`src/rtl/shift_pkg.sv`:
```
// Shared types and constants for the serdes shift register.
// Operation encoding and the default register length.
package shift_pkg;

  typedef enum logic [1:0] {
    HOLD = 2'b00,
    SHL  = 2'b01,
    SHR  = 2'b10,
    LOAD = 2'b11
  } shift_mode_t;

  localparam int DEFAULT_WIDTH = 16;

endpackage

```
`src/rtl/shift_frame_counter.sv`:
```
// Frame counter: counts executed shifts modulo WIDTH and flags the wrapping shift.
// clr takes priority over inc.
module shift_frame_counter #(
  parameter int WIDTH = 16,
  localparam int CW = $clog2(WIDTH)
) (
  input  logic          clk,
  input  logic          resetb,
  input  logic          inc,
  input  logic          clr,
  output logic [CW-1:0] count,
  output logic          wrap
);

  localparam logic [CW-1:0] LAST = CW'(WIDTH - 1);

  // Combinational so the owner can register it as a one-cycle pulse.
  assign wrap = inc && !clr && (count == LAST);

  always_ff @(posedge clk or negedge resetb) begin
    if (!resetb) begin
      count <= '0;
    end else if (clr) begin
      count <= '0;
    end else if (inc) begin
      count <= wrap ? '0 : count + 1'b1;
    end
  end

endmodule

```
`src/rtl/serdes_shift_register.sv`:
```
// Shift register with hold/shift-left/shift-right/load, frame counting and frame pulse.
// Optional rotate input enabled by macro SHIFT_REG_ROTATE_EN.
module serdes_shift_register
  import shift_pkg::*;
#(
  parameter int               WIDTH     = DEFAULT_WIDTH,
  parameter logic [WIDTH-1:0] RESET_VAL = '0
) (
  input  logic                     clk,
  input  logic                     resetb,
  input  logic                     clr_i,
  input  logic                     en_i,
  input  logic [1:0]               mode_i,
  input  logic                     in_i,
  input  logic [WIDTH-1:0]         par_i,
`ifdef SHIFT_REG_ROTATE_EN
  input  logic                     rot_i,
`endif
  output logic [WIDTH-1:0]         out_o,
  output logic                     ser_o,
  output logic [$clog2(WIDTH)-1:0] count_o,
  output logic                     frame_o
);

  shift_mode_t      mode;
  logic [WIDTH-1:0] sreg;
  logic [WIDTH-1:0] sreg_nxt;
  logic             shl_in;
  logic             shr_in;
  logic             shift_en;
  logic             load_en;
  logic             wrap;

  assign mode = shift_mode_t'(mode_i);

`ifdef SHIFT_REG_ROTATE_EN
  // Rotation feeds back the bit that is leaving in the active direction.
  assign shl_in = rot_i ? sreg[WIDTH-1] : in_i;
  assign shr_in = rot_i ? sreg[0]       : in_i;
`else
  assign shl_in = in_i;
  assign shr_in = in_i;
`endif

  assign shift_en = en_i && ((mode == SHL) || (mode == SHR));
  assign load_en  = en_i && (mode == LOAD);

  always_comb begin
    sreg_nxt = sreg;
    if (clr_i) begin
      sreg_nxt = RESET_VAL;
    end else if (en_i) begin
      unique case (mode)
        HOLD: sreg_nxt = sreg;
        SHL:  sreg_nxt = {sreg[WIDTH-2:0], shl_in};
        SHR:  sreg_nxt = {shr_in, sreg[WIDTH-1:1]};
        LOAD: sreg_nxt = par_i;
      endcase
    end
  end

  always_ff @(posedge clk or negedge resetb) begin
    if (!resetb) begin
      sreg <= RESET_VAL;
    end else begin
      sreg <= sreg_nxt;
    end
  end

  shift_frame_counter #(.WIDTH(WIDTH)) u_frame_counter (
    .clk    (clk),
    .resetb (resetb),
    .inc    (shift_en && !clr_i),
    .clr    (clr_i || load_en),
    .count  (count_o),
    .wrap   (wrap)
  );

  always_ff @(posedge clk or negedge resetb) begin
    if (!resetb) begin
      frame_o <= 1'b0;
    end else if (clr_i) begin
      frame_o <= 1'b0;
    end else begin
      frame_o <= wrap;
    end
  end

  assign out_o = sreg;
  // The serial tap follows the requested direction even while not shifting.
  assign ser_o = (mode == SHR) ? sreg[0] : sreg[WIDTH-1];

endmodule

```
`config.mk`:
```
export PLATFORM = sky130hd
export DESIGN_NAME = serdes_shift_register
export DESIGN_NICKNAME = d
export VERILOG_FILES = /design/src/rtl/shift_pkg.sv /design/src/rtl/shift_frame_counter.sv /design/src/rtl/serdes_shift_register.sv
export SDC_FILE = /design/constraint.sdc
export NUM_CORES = 1
export LEC_CHECK = 0
export BUFFER_PORTS_ARGS = -buffer_cell sky130_fd_sc_hd__buf_2
export CAP_MARGIN = 20
export CORE_MARGIN = 2
export CORE_UTILIZATION = 35
export DETAILED_ROUTE_END_ITERATION = 6
export PLACE_DENSITY_LB_ADDON = 0.1
export SLEW_MARGIN = 0
export SYNTH_ARGS = -nofsm -noshare
export SYNTH_HDL_FRONTEND = slang
export SYNTH_SLANG_ARGS = --single-unit
```
`constraint.sdc`:
```
create_clock -name clk -period 3.92 [get_ports clk]
set_input_delay 0.784 -clock clk [delete_from_list [all_inputs] [get_ports clk]]
set_output_delay 0.784 -clock clk [all_outputs]
set_load 0.02 [all_outputs]
```
==> flow_summary.ini <==
[cells_and_area]
final_layout_size_suffix_gt1_frac = 0.358
mostFrequentLayoutCells = sky130_fd_sc_hd__buf_2 (44), sky130_fd_sc_hd__dfrtp_1 (21), sky130_fd_sc_hd__a22o_1 (17), sky130_fd_sc_hd__a21oi_1 (16), sky130_fd_sc_hd__o2bb2ai_1 (16)
layout.area.seq_um2 = 526
num-nets-final = 176
layout-area-overhead-vs-synth_pct = 22.8
multiInputGateArea_um2 = 562
final_common_cell = sky130_fd_sc_hd__buf_2
layout.filler_cells = 335
insertedDiodeCount = 0

[synth]
syn-num-nets = 134
syn-instance-count = 107
synthArstFlopShare = 1.00
ys.warnings.count = 0
synth_edf_count = 0
synth_area_um2 = 1160
syn_avg_cell_area_um2 = 10.8
yosys.cell_types.count = 21
synth_seq_cells = 21
synthDominantCellAreaShare = 0.455
post_synth_top_area_cell = sky130_fd_sc_hd__dfrtp_1
synth_ff_type = sky130_fd_sc_hd__dfrtp_1
yosys-top-cells-area = sky130_fd_sc_hd__dfrtp_1 (45%), sky130_fd_sc_hd__a22o_1 (13%), sky130_fd_sc_hd__o2bb2ai_1 (12%)
ys_seq_area_frac = 0.455

[pwr]
ir_drop_mv = 0.184
power-per-cell-area_nw_per_um2 = 296
p_leak_nw = 0.746

[timing]
grt_setup_unrepaired = false
worst_slew_margin_rel = 0.451
setup_viol = 0
final-max-slew-violation-count = 0
min_period_over_period = 0.672
setup_tns_ns = 0
worst_pin_slew_ns = 0.824
final.setup.worst_slack_ns = 1.29
timing.hold.ws_ns = 0.404
clock_skew_ns = 0.00738
fmax_mhz = 380
final_hold_viol_count = 0
final.min_clock_period_ns = 2.63

[floorplan]
placement_rows = 20
io_pins = 45
floorplan.die_area_um2 = 3780
die-height_um = 61.5
design.core.area_um2 = 3100
die_w_um = 61.5
floorplan.initialDensity = 0.373

[grt]
first_global_vias = 1009
global_route.usage.met3 = 0.0420
gr-max-usage-layer = met2
grt_first_pass_wirelength_um = 4620
track_usage = 0.164
antenna_found_initial = 0
grtUsageMet2 = 0.260
overflow = 0
grt_use_met1 = 0.226
largest_net_degree_at_the_start_of_global_routing = 22

[clock_tree]
max-clock-path-buffers = 2
numCtsBuffers = 3
cts-htree-levels = 1
cts.repair_timing.setup_buffer_count = 0
cts.sink_count = 21
worst_setup_hold_path_clk_slew_ns = 0.13
tritoncts = done
post_cts_resize_count = 0
cts.hold.buffers_added = 0
worstSkewPairLatency_ns = 0.31
cts_root_buffer = sky130_fd_sc_hd__clkbuf_4

[worst_setup_path]
arrival_ns = 1.85
timing.critical_path.required_ns = 3.14
critPathLaunchType = input pin
critPathCaptureType = primary output
timing.critical_path.fanout_max = 18
critical_path_class = in2out

[route]
routed-via-count = 1041
vias_cell = 5.42
drt-total-wl_um = 2830
final_antenna_net_count = 0
drtPass1Iterations = 4
drtIter0Drc = 61
drc_violation_count_after_routing = 0
routed_wire_length_per_instance_um = 14.8

[placement]
post-place-ws_ns = 1.28
gp_routability_congestion = 0.708
number_of_buffer_cells_added_on_primary_ports = 44
place_hpwl_um = 1960

[status]
status = finished, final reports clean

[worst_hold_path]
hold_path.class = in2async

[job]
drv_cap = 0
-- layer usage --
layer  up-vias  share of wire
met5         -              0
met4         0         0.0053
met3         2          0.054
met2        30           0.47
met1       514           0.47
li1        495              -
-- path summary, 6_finish.rpt --
kind	start	to	slack (ns)	cells past startpoint
setup / recovery	mode_i[0]	ser_o	1.29	6
setup reg to reg	u_frame_counter.count[0]$_DFFE_PN0P_	u_frame_counter.count[3]$_DFFE_PN0P_	2.63	4
min in group clk	out_o[11]$_DFFE_PN0P_	out_o[11]$_DFFE_PN0P_	0.56	1
max in group asynchronous	resetb	u_frame_counter.count[2]$_DFFE_PN0P_	3.19	1
hold / removal	resetb	out_o[11]$_DFFE_PN0P_	0.40	1
hold reg to reg	out_o[11]$_DFFE_PN0P_	out_o[11]$_DFFE_PN0P_	0.56	1
-- state kept, by name, summed over array words and instances (netlist names) --
register / cells
frame_o: 1
u_frame_counter.count: 4
out_o: 16
-- metrics by stage --
| step | utilization | std cells | power, mW | instance area (um^2) |
|---|---|---|---|---|
| 6_report | 0.458 | 192 | 0.420 | 1420 |
| 5_1_grt | 0.458 | 192 | 0.447 | 1420 |
| 4_1_cts | 0.458 | 192 | 0.424 | 1420 |
| 3_5_place_dp | 0.449 | 188 | 0.316 | 1390 |
| 3_3_place_gp | 0.449 | 188 | 0.315 | 1390 |
| 2_1_floorplan | - | 107 | 0.284 | 1160 |
-- kinds of logic (layout without fill, tap and decap cells) --
kind of cell	after synthesis	in the layout	synth area share
fa+ha+maj	4	4	0.0433
simple gates	10	10	0.0563
buf+inv	14	55	0.0595
compound gates	57	57	0.377
flops	21	21	0.455
mux	1	1	0.00974
-- synthesized netlist by cell type, types with 2 or more instances --
cell and instances:
sky130_fd_sc_hd__nor2_1 2, sky130_fd_sc_hd__o2bb2ai_1 16, sky130_fd_sc_hd__dfrtp_1 21, sky130_fd_sc_hd__buf_2 7
sky130_fd_sc_hd__a21oi_1 16, sky130_fd_sc_hd__ha_1 4, sky130_fd_sc_hd__nand3_1 3, sky130_fd_sc_hd__a21o_1 3
sky130_fd_sc_hd__nor3b_1 2, sky130_fd_sc_hd__a22o_1 17, sky130_fd_sc_hd__inv_1 6
-- power by group --
part           switching, mW  internal (mW)
sequential           0.00792          0.223
clock                 0.0714         0.0381
combinational         0.0487         0.0310
-- critical path, cell delays in order --
cell and delay (ns):
sky130_fd_sc_hd__buf_2 0.11, sky130_fd_sc_hd__inv_1 0.07, sky130_fd_sc_hd__ha_1 0.14, sky130_fd_sc_hd__buf_4 0.23, sky130_fd_sc_hd__mux2_2 0.35, sky130_fd_sc_hd__buf_2 0.16
-- area by class of cell --
cell class | instances | share of cell area
Clock buffer | 3 | 0.0159
Clock inverter | 1 | 0.00352
Inverter | 6 | 0.0159
Multi-Input combinational cell | 72 | 0.396
Sequential cell | 21 | 0.370
Tap cell | 44 | 0.0388
Timing Repair Buffer | 45 | 0.160
(Power assumes the default switching activity.)
